[config.mk]
export PLATFORM = sky130hd
export DESIGN_NAME = atm_machine
export DESIGN_NICKNAME = d
export VERILOG_FILES = /design/src/rtl/atm_machine.sv
export SDC_FILE = /design/constraint.sdc
export NUM_CORES = 1
export LEC_CHECK = 0
export ABC_AREA = 1
export CAP_MARGIN = 0
export CORE_MARGIN = 5
export CORE_UTILIZATION = 36
export CTS_CLUSTER_DIAMETER = 120
export DETAILED_ROUTE_END_ITERATION = 10
export PLACE_DENSITY = 0.62
export SYNTH_ARGS = -nofsm -noshare
export SYNTH_HDL_FRONTEND = slang
export SYNTH_SLANG_ARGS = --single-unit
[constraint.sdc]
create_clock -name clk -period 6.4 [get_ports clk]
set_input_delay 1.6 -clock clk [delete_from_list [all_inputs] [get_ports clk]]
set_output_delay 1.6 -clock clk [all_outputs]
set_load 0.05 [all_outputs]
[src/rtl/atm_machine.sv]
// atm_machine: single-account ATM controller.
// Card check, 4-digit PIN entry with lockout, then withdrawal / deposit /
// mini-statement service against an 8-bit saturating balance register.
// All outputs are registered; reset is synchronous and active-high.
// Optional build macro: ATM_SESSION_LIMIT_EN adds a per-session cap of
// 8'd20 on the total amount withdrawn between card insertion and exit.
module atm_machine #(
  parameter logic [3:0]  CARD_ID      = 4'hA,
  parameter logic [15:0] PIN          = 16'h0123,
  parameter logic [7:0]  INIT_BALANCE = 8'd100,
  parameter int unsigned MAX_ATTEMPTS = 3
) (
  input  logic       clk,
  input  logic       reset,
  input  logic [3:0] keypad,
  input  logic [3:0] card_swipe,
  input  logic [3:0] withdrawal_amount,
  input  logic [3:0] deposit_amount,
  output logic [7:0] display,
  output logic       locked,
  output logic [7:0] mini_statement
);

  localparam int unsigned ATT_W = (MAX_ATTEMPTS < 2) ? 1 : $clog2(MAX_ATTEMPTS + 1);

  localparam logic [3:0] KEY_ENTER  = 4'h0;
  localparam logic [3:0] KEY_STMT   = 4'hD;
  localparam logic [3:0] KEY_EXIT   = 4'hF;
  localparam logic [7:0] DISP_BLANK = 8'h00;
  localparam logic [7:0] DISP_ERR   = 8'hEE;
  localparam logic [7:0] DISP_LOCK  = 8'hFF;

  typedef enum logic [2:0] {
    S_IDLE,
    S_PIN,
    S_MENU,
    S_HOLD,
    S_LOCKED
  } state_t;

  state_t state_q, state_d;

  logic [7:0]       balance_q,   balance_d;
  logic [ATT_W-1:0] attempts_q,  attempts_d;
  logic [1:0]       txn_cnt_q,   txn_cnt_d;
  logic [7:0]       mini_q,      mini_d;
  logic [7:0]       display_q,   display_d;
  logic             locked_q,    locked_d;
  logic [1:0]       digit_cnt_q, digit_cnt_d;
  logic [11:0]      pin_shift_q, pin_shift_d;
  logic [3:0]       snap_key_q,  snap_key_d;
  logic [3:0]       snap_wd_q,   snap_wd_d;
  logic [3:0]       snap_dep_q,  snap_dep_d;

  logic       card_ok_c;
  logic       pin_match_c;
  logic       last_try_c;
  logic       txn_req_c;
  logic       hold_exit_c;
  logic       wd_ok_c;
  logic       limit_ok_c;
  logic [1:0] txn_next_c;
  logic [7:0] wd_bal_c;
  logic [8:0] dep_sum_c;
  logic [7:0] dep_sat_c;

`ifdef ATM_SESSION_LIMIT_EN
  logic [7:0] total_q, total_d;

  // Withdrawal allowed only if the session total stays within 20
  assign limit_ok_c = ({1'b0, total_q} + 9'(withdrawal_amount)) <= 9'd20;
`else
  assign limit_ok_c = 1'b1;
`endif

  // Shared decode of the sampled inputs
  assign card_ok_c   = (card_swipe == CARD_ID);
  assign pin_match_c = ({pin_shift_q, keypad} == PIN);
  assign last_try_c  = (32'(attempts_q) + 32'd1) >= MAX_ATTEMPTS;
  assign txn_req_c   = (withdrawal_amount != 4'd0) || (deposit_amount != 4'd0);
  assign hold_exit_c = (keypad != snap_key_q) || (withdrawal_amount != snap_wd_q) ||
                       (deposit_amount != snap_dep_q);
  assign wd_ok_c     = ({4'd0, withdrawal_amount} <= balance_q) && limit_ok_c;
  assign txn_next_c  = txn_cnt_q + 2'd1;
  assign wd_bal_c    = balance_q - {4'd0, withdrawal_amount};
  assign dep_sum_c   = {1'b0, balance_q} + 9'(deposit_amount);
  assign dep_sat_c   = dep_sum_c[8] ? 8'hFF : dep_sum_c[7:0];

  // State register
  always_ff @(posedge clk) begin
    if (reset) begin
      state_q <= S_IDLE;
    end else begin
      state_q <= state_d;
    end
  end

  // Next-state decode
  always_comb begin
    state_d = state_q;
    case (state_q)
      S_IDLE: begin
        if (card_ok_c && !locked_q) state_d = S_PIN;
      end
      S_PIN: begin
        if (!card_ok_c) begin
          state_d = S_IDLE;
        end else if (digit_cnt_q == 2'd3) begin
          if (pin_match_c)     state_d = S_MENU;
          else if (last_try_c) state_d = S_LOCKED;
        end
      end
      S_MENU: begin
        if (!card_ok_c) begin
          state_d = S_IDLE;
        end else begin
          case (keypad)
            KEY_ENTER: if (txn_req_c) state_d = S_HOLD;
            KEY_STMT:  state_d = S_HOLD;
            KEY_EXIT:  state_d = S_IDLE;
            default:   ;
          endcase
        end
      end
      S_HOLD: begin
        if (!card_ok_c)       state_d = S_IDLE;
        else if (hold_exit_c) state_d = S_MENU;
      end
      S_LOCKED: ;
      default: state_d = S_IDLE;
    endcase
  end

  // Next values of the datapath and the registered outputs
  always_comb begin
    balance_d   = balance_q;
    attempts_d  = attempts_q;
    txn_cnt_d   = txn_cnt_q;
    mini_d      = mini_q;
    display_d   = display_q;
    locked_d    = locked_q;
    digit_cnt_d = digit_cnt_q;
    pin_shift_d = pin_shift_q;
    snap_key_d  = snap_key_q;
    snap_wd_d   = snap_wd_q;
    snap_dep_d  = snap_dep_q;
`ifdef ATM_SESSION_LIMIT_EN
    total_d     = total_q;
`endif
    case (state_q)
      S_IDLE: begin
        display_d   = DISP_BLANK;
        digit_cnt_d = 2'd0;
`ifdef ATM_SESSION_LIMIT_EN
        if (card_ok_c && !locked_q) total_d = 8'd0;
`endif
      end
      S_PIN: begin
        if (!card_ok_c) begin
          digit_cnt_d = 2'd0;
          display_d   = DISP_BLANK;
        end else if (digit_cnt_q == 2'd3) begin
          digit_cnt_d = 2'd0;
          if (pin_match_c) begin
            attempts_d = '0;
            display_d  = balance_q;
          end else begin
            attempts_d = attempts_q + ATT_W'(1);
            if (last_try_c) begin
              display_d = DISP_LOCK;
              locked_d  = 1'b1;
            end else begin
              display_d = DISP_ERR;
            end
          end
        end else begin
          pin_shift_d = {pin_shift_q[7:0], keypad};
          digit_cnt_d = digit_cnt_q + 2'd1;
          display_d   = {6'd0, digit_cnt_q + 2'd1};
        end
      end
      S_MENU: begin
        // Snapshot inputs every menu cycle; only the one that enters HOLD matters
        snap_key_d = keypad;
        snap_wd_d  = withdrawal_amount;
        snap_dep_d = deposit_amount;
        if (!card_ok_c) begin
          display_d = DISP_BLANK;
        end else begin
          case (keypad)
            KEY_ENTER: begin
              if (withdrawal_amount != 4'd0) begin
                txn_cnt_d = txn_next_c;
                if (wd_ok_c) begin
                  balance_d = wd_bal_c;
                  mini_d    = {2'b01, txn_next_c, withdrawal_amount};
                  display_d = wd_bal_c;
`ifdef ATM_SESSION_LIMIT_EN
                  total_d   = total_q + 8'(withdrawal_amount);
`endif
                end else begin
                  mini_d    = {2'b11, txn_next_c, withdrawal_amount};
                  display_d = DISP_ERR;
                end
              end else if (deposit_amount != 4'd0) begin
                txn_cnt_d = txn_next_c;
                balance_d = dep_sat_c;
                mini_d    = {2'b10, txn_next_c, deposit_amount};
                display_d = dep_sat_c;
              end else begin
                display_d = balance_q;
              end
            end
            KEY_STMT: display_d = mini_q;
            KEY_EXIT: display_d = DISP_BLANK;
            default:  display_d = balance_q;
          endcase
        end
      end
      S_HOLD: begin
        if (!card_ok_c)       display_d = DISP_BLANK;
        else if (hold_exit_c) display_d = balance_q;
      end
      S_LOCKED: begin
        display_d = DISP_LOCK;
        locked_d  = 1'b1;
      end
      default: ;
    endcase
  end

  // Datapath and output registers
  always_ff @(posedge clk) begin
    if (reset) begin
      balance_q   <= INIT_BALANCE;
      attempts_q  <= '0;
      txn_cnt_q   <= 2'd0;
      mini_q      <= 8'h00;
      display_q   <= DISP_BLANK;
      locked_q    <= 1'b0;
      digit_cnt_q <= 2'd0;
      pin_shift_q <= 12'd0;
      snap_key_q  <= 4'd0;
      snap_wd_q   <= 4'd0;
      snap_dep_q  <= 4'd0;
`ifdef ATM_SESSION_LIMIT_EN
      total_q     <= 8'd0;
`endif
    end else begin
      balance_q   <= balance_d;
      attempts_q  <= attempts_d;
      txn_cnt_q   <= txn_cnt_d;
      mini_q      <= mini_d;
      display_q   <= display_d;
      locked_q    <= locked_d;
      digit_cnt_q <= digit_cnt_d;
      pin_shift_q <= pin_shift_d;
      snap_key_q  <= snap_key_d;
      snap_wd_q   <= snap_wd_d;
      snap_dep_q  <= snap_dep_d;
`ifdef ATM_SESSION_LIMIT_EN
      total_q     <= total_d;
`endif
    end
  end

  assign display        = display_q;
  assign locked         = locked_q;
  assign mini_statement = mini_q;

endmodule

==> results.md <==
* Run status: completed
* Yosys warns at 0
* Synth top area cells: dfxtp_1 29%, nand2_1 13%, a21oi_1 6.0%
* R2R setup slack at ~4 ns
* Input/output buffers at 34
* Pwr per Cell Area at between 150 and 200 nW/µm²
* Gr usage total at 15.8%
* Initial antenna violation count at 0
* CP startpoint: withdrawal_amount[0]
* Root Buffer: clkbuf_8
* TritonCTS clock tree: yes
* Clk sink count at 56
* Critical Path AT at between 3 and 4 ns
* Placed Cells at 724
* Rows at 37
* Clock skew at 0.00809 ns
* P_leak at 1.90 nW
* CTS H-tree depth at 2
* WP data required at roughly 6.6 ns
* GRT overflow at 0
* Syn Nets at 602
* Post-CTS sizing at 0
* Pin count of the biggest net entering global routing at 39
* Seq cells post-synth at 56
* Final Non-Filler Cells at 732
* Final setup viols at 0
* Buffers and inverters on the worst path at 2
* Postcts setup bufs at 0
* Worst rel slew slack at 31.2%
* Synth unique cells at 40
* Share of layout cells above drive strength 1 at a little under an eighth
* # DRC at 0
* Starting density of the core at 37.1%
* Post-synth top area cell: dfxtp_1
* Area Growth Syn to Fin at 12.9%
* I/O Pins at 35
* Worst reg-to-reg path cell count at 15
* Clock Tree Buf Depth at 2
* Final worst slack at 2.75 ns
* RR Startpoint: balance_q[0]
* Fmax at 274 MHz
* Top cell by count, worst path: nand2_1
* CP max FO at 6
* CP Class: in2reg
* Critical path's top delay family: simple AND/OR/NAND/NOR gates
* Register area share after synthesis at about 29%
* Slew @ Worst Pin at 1.03 ns
* Reg-to-Reg End: display[5]
* Routability Congestion at slightly above 0.9
* Period utilisation layout at 57.0%
* Die Ht at approximately 110 µm
* Type of origin of the critical path: primary input
* Hold crit path type: reg2reg
* Slowest cell on the critical path: clkdlybuf4s50_1
* Vias at 3642
* Ant diodes at 0
* CP Depth at 15
* Post-layout util at a little over two fifths
* Initial DRC count at ~230
* Clock buffer count from CTS at 5
* Post-CTS Hold Buffers at 0
* Post-placement setup slack at 2.42 ns
* Post-route minimum period at between 3 and 4 ns
* DIE WIDTH at 113 µm
* Worst min-delay path startpoint: snap_wd_q[0]
* DRT Pass-1 Iters at 5
* Critical Path End Type: register
* Core box area at a little over 10000 µm²
* Post-Syn Area per Cell at 6.73 µm²
* Vias in the first global route at 3448
* Slew Viols, Final at 0
* Maximum capacitance violations at 0
* Fin. Hold Viols at 0
* CP cell instances: clkdlybuf4s50_1 -> ha_1 -> fa_1 -> nor2_1 -> nor2_2 -> nand3_4 -> nand2_2 -> inv_2 -> nand3_1 -> nand3_1 -> nand2_1 -> nand2_1 -> nand2_1 -> nand2_1 -> a21oi_2
* Synth top area share at ~30%
* Routed vias/inst at around 5
* DR WL/cell at between 10 and 15 µm
* Setup Total Neg Slack at 0 ns
* Synthesized instance count at 571
* Final Routed Wirelength at 9710 µm
* Clk_lat worst skew at 0.31 ns
* CP Capture Point: display[5]
* First-pass GRT wire length at 16800 µm
* Total Nets Final at approximately 630
* Worst vdd ir at 0.000108 V
* CP peak stage delay at 0.50 ns
* CTS clk-pin slew, worst paths at ~0.10 ns
* Final ANT Viol Nets at 0
* Die area at 12800 µm²
* Mapped Area at 3840 µm²
* Final HPWL DP at 7530 µm
* RSZ-0062 raised after global routing: no
-- layout by cell type, fill, tap and decap left out, types with 2 or more instances in the layout --
master           instances
nand2_1                138
inv_1                   58
dfxtp_1                 56
nor2_1                  47
a21oi_1                 46
o21ai_0                 43
nand3_1                 43
clkdlybuf4s50_1         34
inv_2                   17
nand4_1                 11
ha_1                    11
o21ai_1                  9
nor2_2                   7
nand2_2                  6
xor2_1                   6
nor2_4                   5
a31oi_1                  5
xnor2_1                  5
clkbuf_8                 5
nand3_4                  4
nand3_2                  4
nor3_2                   4
o211ai_1                 4
nand2_4                  3
or2_1                    3
a21oi_2                  3
nor2_8                   2
inv_4                    2
o21ai_4                  2
a211oi_1                 2
fa_1                     2
-- cells by family after synthesis --
group                    share of synthesized area [%]
AND/OR/NAND/NOR                                   36.7
AO/OA/AOI/OAI                                     16.5
buffers and inverters                             10.5
flip-flops                                        29.2
adder cells (fa/ha/maj)                           4.62
XOR/XNOR                                          2.51
-- sequential cells by signal, summed over array words and instances (netlist names), 3 cells and up --
name	count
state_q	3
snap_key_q	4
snap_wd_q	4
display	8
pin_shift_q	12
balance_q	8
mini_statement	7
snap_dep_q	4
-- layout make-up --
class / instances / area, µm²
Sequential cell: 56 / 1120
Tap cell: 136 / 170
Fill cell: 1100 / 6030
Timing Repair Buffer: 34 / 340
Multi-Input combinational cell: 420 / 2320
Inverter: 78 / 299
Clock buffer: 6 / 72.6
Clock inverter: 2 / 16.3
-- routing by layer --
layer | routed length, µm | up-vias | track usage, %
li1 | - | 1902 | -
met1 | 4650 | 1654 | 21.2
met2 | 4440 | 74 | 25.6
met3 | 464 | 12 | 2.89
met4 | 143 | 0 | 5.05
met5 | 0 | - | 0
-- report_power, final --
| part | switching [W] | internal, W | leakage, nW | total [W] |
|---|---|---|---|---|
| clock network | 0.000117 | 0.0000782 | 0.0414 | 0.000195 |
| logic | 0.000156 | 0.0000898 | 1.41 | 0.000246 |
| registers | 0.0000256 | 0.000386 | 0.453 | 0.000412 |
| total | 0.000299 | 0.000554 | 1.90 | 0.000853 |
-- per-stage QoR --
stage / cell area [µm²] / power, W / hold slack (ns)
2_1_floorplan: 3840 / 0.000612 / 0.436
5_1_grt: 4340 / 0.000912 / 0.490
6_report: 4340 / 0.000853 / 0.463
4_1_cts: 4340 / 0.000864 / 0.465
3_5_place_dp: 4250 / 0.000666 / 0.449
3_3_place_gp: 4250 / 0.000661 / 0.446
-- worst min-delay path by stage --
| stage | end | slack, ns | cells after the start |
|---|---|---|---|
| 6_report | snap_wd_q[0] | 0.46 | 2 |
| 2_1_floorplan | snap_dep_q[2] | 0.44 | 2 |
| 3_3_place_gp | snap_key_q[1] | 0.45 | 2 |
| 3_5_place_dp | snap_wd_q[0] | 0.45 | 2 |
| 4_1_cts | snap_wd_q[0] | 0.46 | 2 |
| 5_1_grt | snap_dep_q[0] | 0.49 | 2 |
-- cells in the mapped netlist, drive strengths merged --
library cell,number
a211oi,2
a21oi,49
a31oi,5
buf,9
clkbuf,8
clkinv,1
dfxtp,56
fa,2
ha,11
inv,77
nand2,147
nand3,51
nand3b,1
nand4,12
nor2,61
nor3,5
nor4,1
o211ai,4
o21ai,54
o221ai,1
or2,3
xnor2,5
xor2,6
-- worst min-delay path: cells and delay by family, from the launching register on --
family,cells,cell delay (ns)
compound gates,1,0.05
flops,1,0.33
buf+inv,1,0.05
No activity file was read; power rests on OpenSTA's default activity.
==> RTL edit (same settings) <==
Take the reset off `pin_shift_q` and `snap_key_q` and load them in a clocked block of their own.
--- a/src/rtl/atm_machine.sv
+++ b/src/rtl/atm_machine.sv
@@ -239,8 +239,6 @@
       display_q   <= DISP_BLANK;
       locked_q    <= 1'b0;
       digit_cnt_q <= 2'd0;
-      pin_shift_q <= 12'd0;
-      snap_key_q  <= 4'd0;
       snap_wd_q   <= 4'd0;
       snap_dep_q  <= 4'd0;
 `ifdef ATM_SESSION_LIMIT_EN
@@ -254,14 +252,17 @@
       display_q   <= display_d;
       locked_q    <= locked_d;
       digit_cnt_q <= digit_cnt_d;
-      pin_shift_q <= pin_shift_d;
-      snap_key_q  <= snap_key_d;
       snap_wd_q   <= snap_wd_d;
       snap_dep_q  <= snap_dep_d;
 `ifdef ATM_SESSION_LIMIT_EN
       total_q     <= total_d;
 `endif
     end
+  end
+
+  always_ff @(posedge clk) begin
+    pin_shift_q <= pin_shift_d;
+    snap_key_q  <= snap_key_d;
   end
 
   assign display        = display_q;
Formal check against the unedited RTL: no difference found for any inputs over 10 cycles, from zero or initial values and one cycle with reset high; that may be too few to reach the edited logic, so the function may still have changed.
==> RTL edit against the unedited design <==
Via count shrank 8.1%; sequential share of layout area up 4.8 points; sequential cell count did not move; total power shrank 0.51%; critical path depth is the same; global-route usage increased by 0.30 points; non-clock buffer count is 1 higher; wire length fell by 5.2%; worst setup slack worse by 0.0019 ns; synthesized area decreased by 5.7%; final area fell by 3.5%; core utilization increased by 1.0 points.
==> RTL edit: results <==
[status]
status = "finished, final reports clean"

[clock_tree]
clkLatencyLatePin_ns = 0.32
clock_tree.root_cell = "sky130_fd_sc_hd__clkbuf_8"
worst_setup_hold_path_clk_slew_ns = 0.10
postCtsSetupBuffers = 0

[global_route]
grt_util_met1_pct = 21.8
global_route_wire_length_before_repair_um = 15500
grt_start_max_net_pins = 25
grt_util_all_layers_pct = 16.1
grt_antenna_before_repair = 0
first_global_vias = 3149
gr-usage-met2_pct = 26.6
grt.met3_usage_pct = 2.39

[placement]
placedCellCount = 662
placer_s_final_routability_congestion_estimate = 0.869
dpl_cell_area_um2 = 4080
post-dp-hpwl_um = 7170
place_ws_ns = 2.44
place.port_buffers = 34

[setup_path]
worst_path_largest_cell_delay_ns = 0.51
timing.critical_path.fanout_max = 5

[logic_synthesis]
synthTopCellsByArea = "sky130_fd_sc_hd__dfxtp_1 22%, sky130_fd_sc_hd__edfxtp_1 13%, sky130_fd_sc_hd__nand2_1 13%"
synth.yosys.seq_area_share_pct = 35.4
synth_enable_flop_cells = 16
mappedNetlistNets = 534
mean_post_synth_cell_area_um2 = 7.20
netlist_top_cells_count = "128 x sky130_fd_sc_hd__nand2_1, 59 x sky130_fd_sc_hd__inv_1, 43 x sky130_fd_sc_hd__nor2_1"
synth.lib_cells_used.distinct = 40

[cells_and_area]
n_fill_cell = 1013
layout.cells.non_filler = 670
drive_above_1_share_pct = 10.1
final_net_count = 567

[timing]
slew_headroom_pct = 38.3
clock_skew_ns = 0.00691

[pwr]
vdd_drop_max_uv = 89.7
cellLeakagePower_nw = 1.80

[route]
detail_route.iter0.violations = 198
detail_route.wl_per_cell_um = 13.7
vias = 3346
==> RTL edit: cell types whose count changed after synthesis, sizes merged, moves of 5 or more <==
cell,change
inv,-10
nand2,-6
nor2,-11
nand3,-6
o21ai,-23
clkbuf,-5
xnor2,+8
dfxtp,-16
a21oi,-12
edfxtp,+16
==> RTL edit: final timing paths <==
kind,start,to,slack [ns],depth (start not counted)
worst max-delay path,deposit_amount[0],display[3],2.75,15
worst min-delay path,pin_shift_q[5],pin_shift_q[9],0.45,0
worst max register to register,balance_q[0],display[7],4.06,17
worst min register to register,pin_shift_q[5],pin_shift_q[9],0.45,0
==> RTL edit: where the power goes <==
group / internal [mW] / switching [mW]
Clock: 0.118 / 0.121
Sequential: 0.395 / 0.0213
Combinational: 0.0693 / 0.124
==> RTL edit: area by class of cell <==
class	count	area, um2	area share, %
Clock inverter	2	38.8	0.926
Sequential cell	56	1280	30.6
Clock buffer	6	72.6	1.73
Tap cell	133	166	3.97
Multi-Input combinational cell	370	2020	48.3
Inverter	68	259	6.19
Timing Repair Buffer	35	348	8.31
==> RTL edit: logic make-up (layout without fill, tap and decap cells) <==
logic type,Yosys count,in the layout,share of synthesized area (%)
AO/OA/AOI/OAI,84,84,13.0
XOR/XNOR,16,16,3.87
AND/OR/NAND/NOR,257,257,34.0
flip-flops,56,56,35.4
adder cells (fa/ha/maj),13,13,4.90
buffers and inverters,77,111,8.87
==> RTL edit: metal layers <==
metal / routed length, um / share of wire [%] / vias up
met3: 567 / 6.2 / 11
met4: 179 / 1.9 / 0
met5: 0 / 0 / -
li1: - / - / 1718
met2: 4320 / 47 / 82
met1: 4140 / 45 / 1535
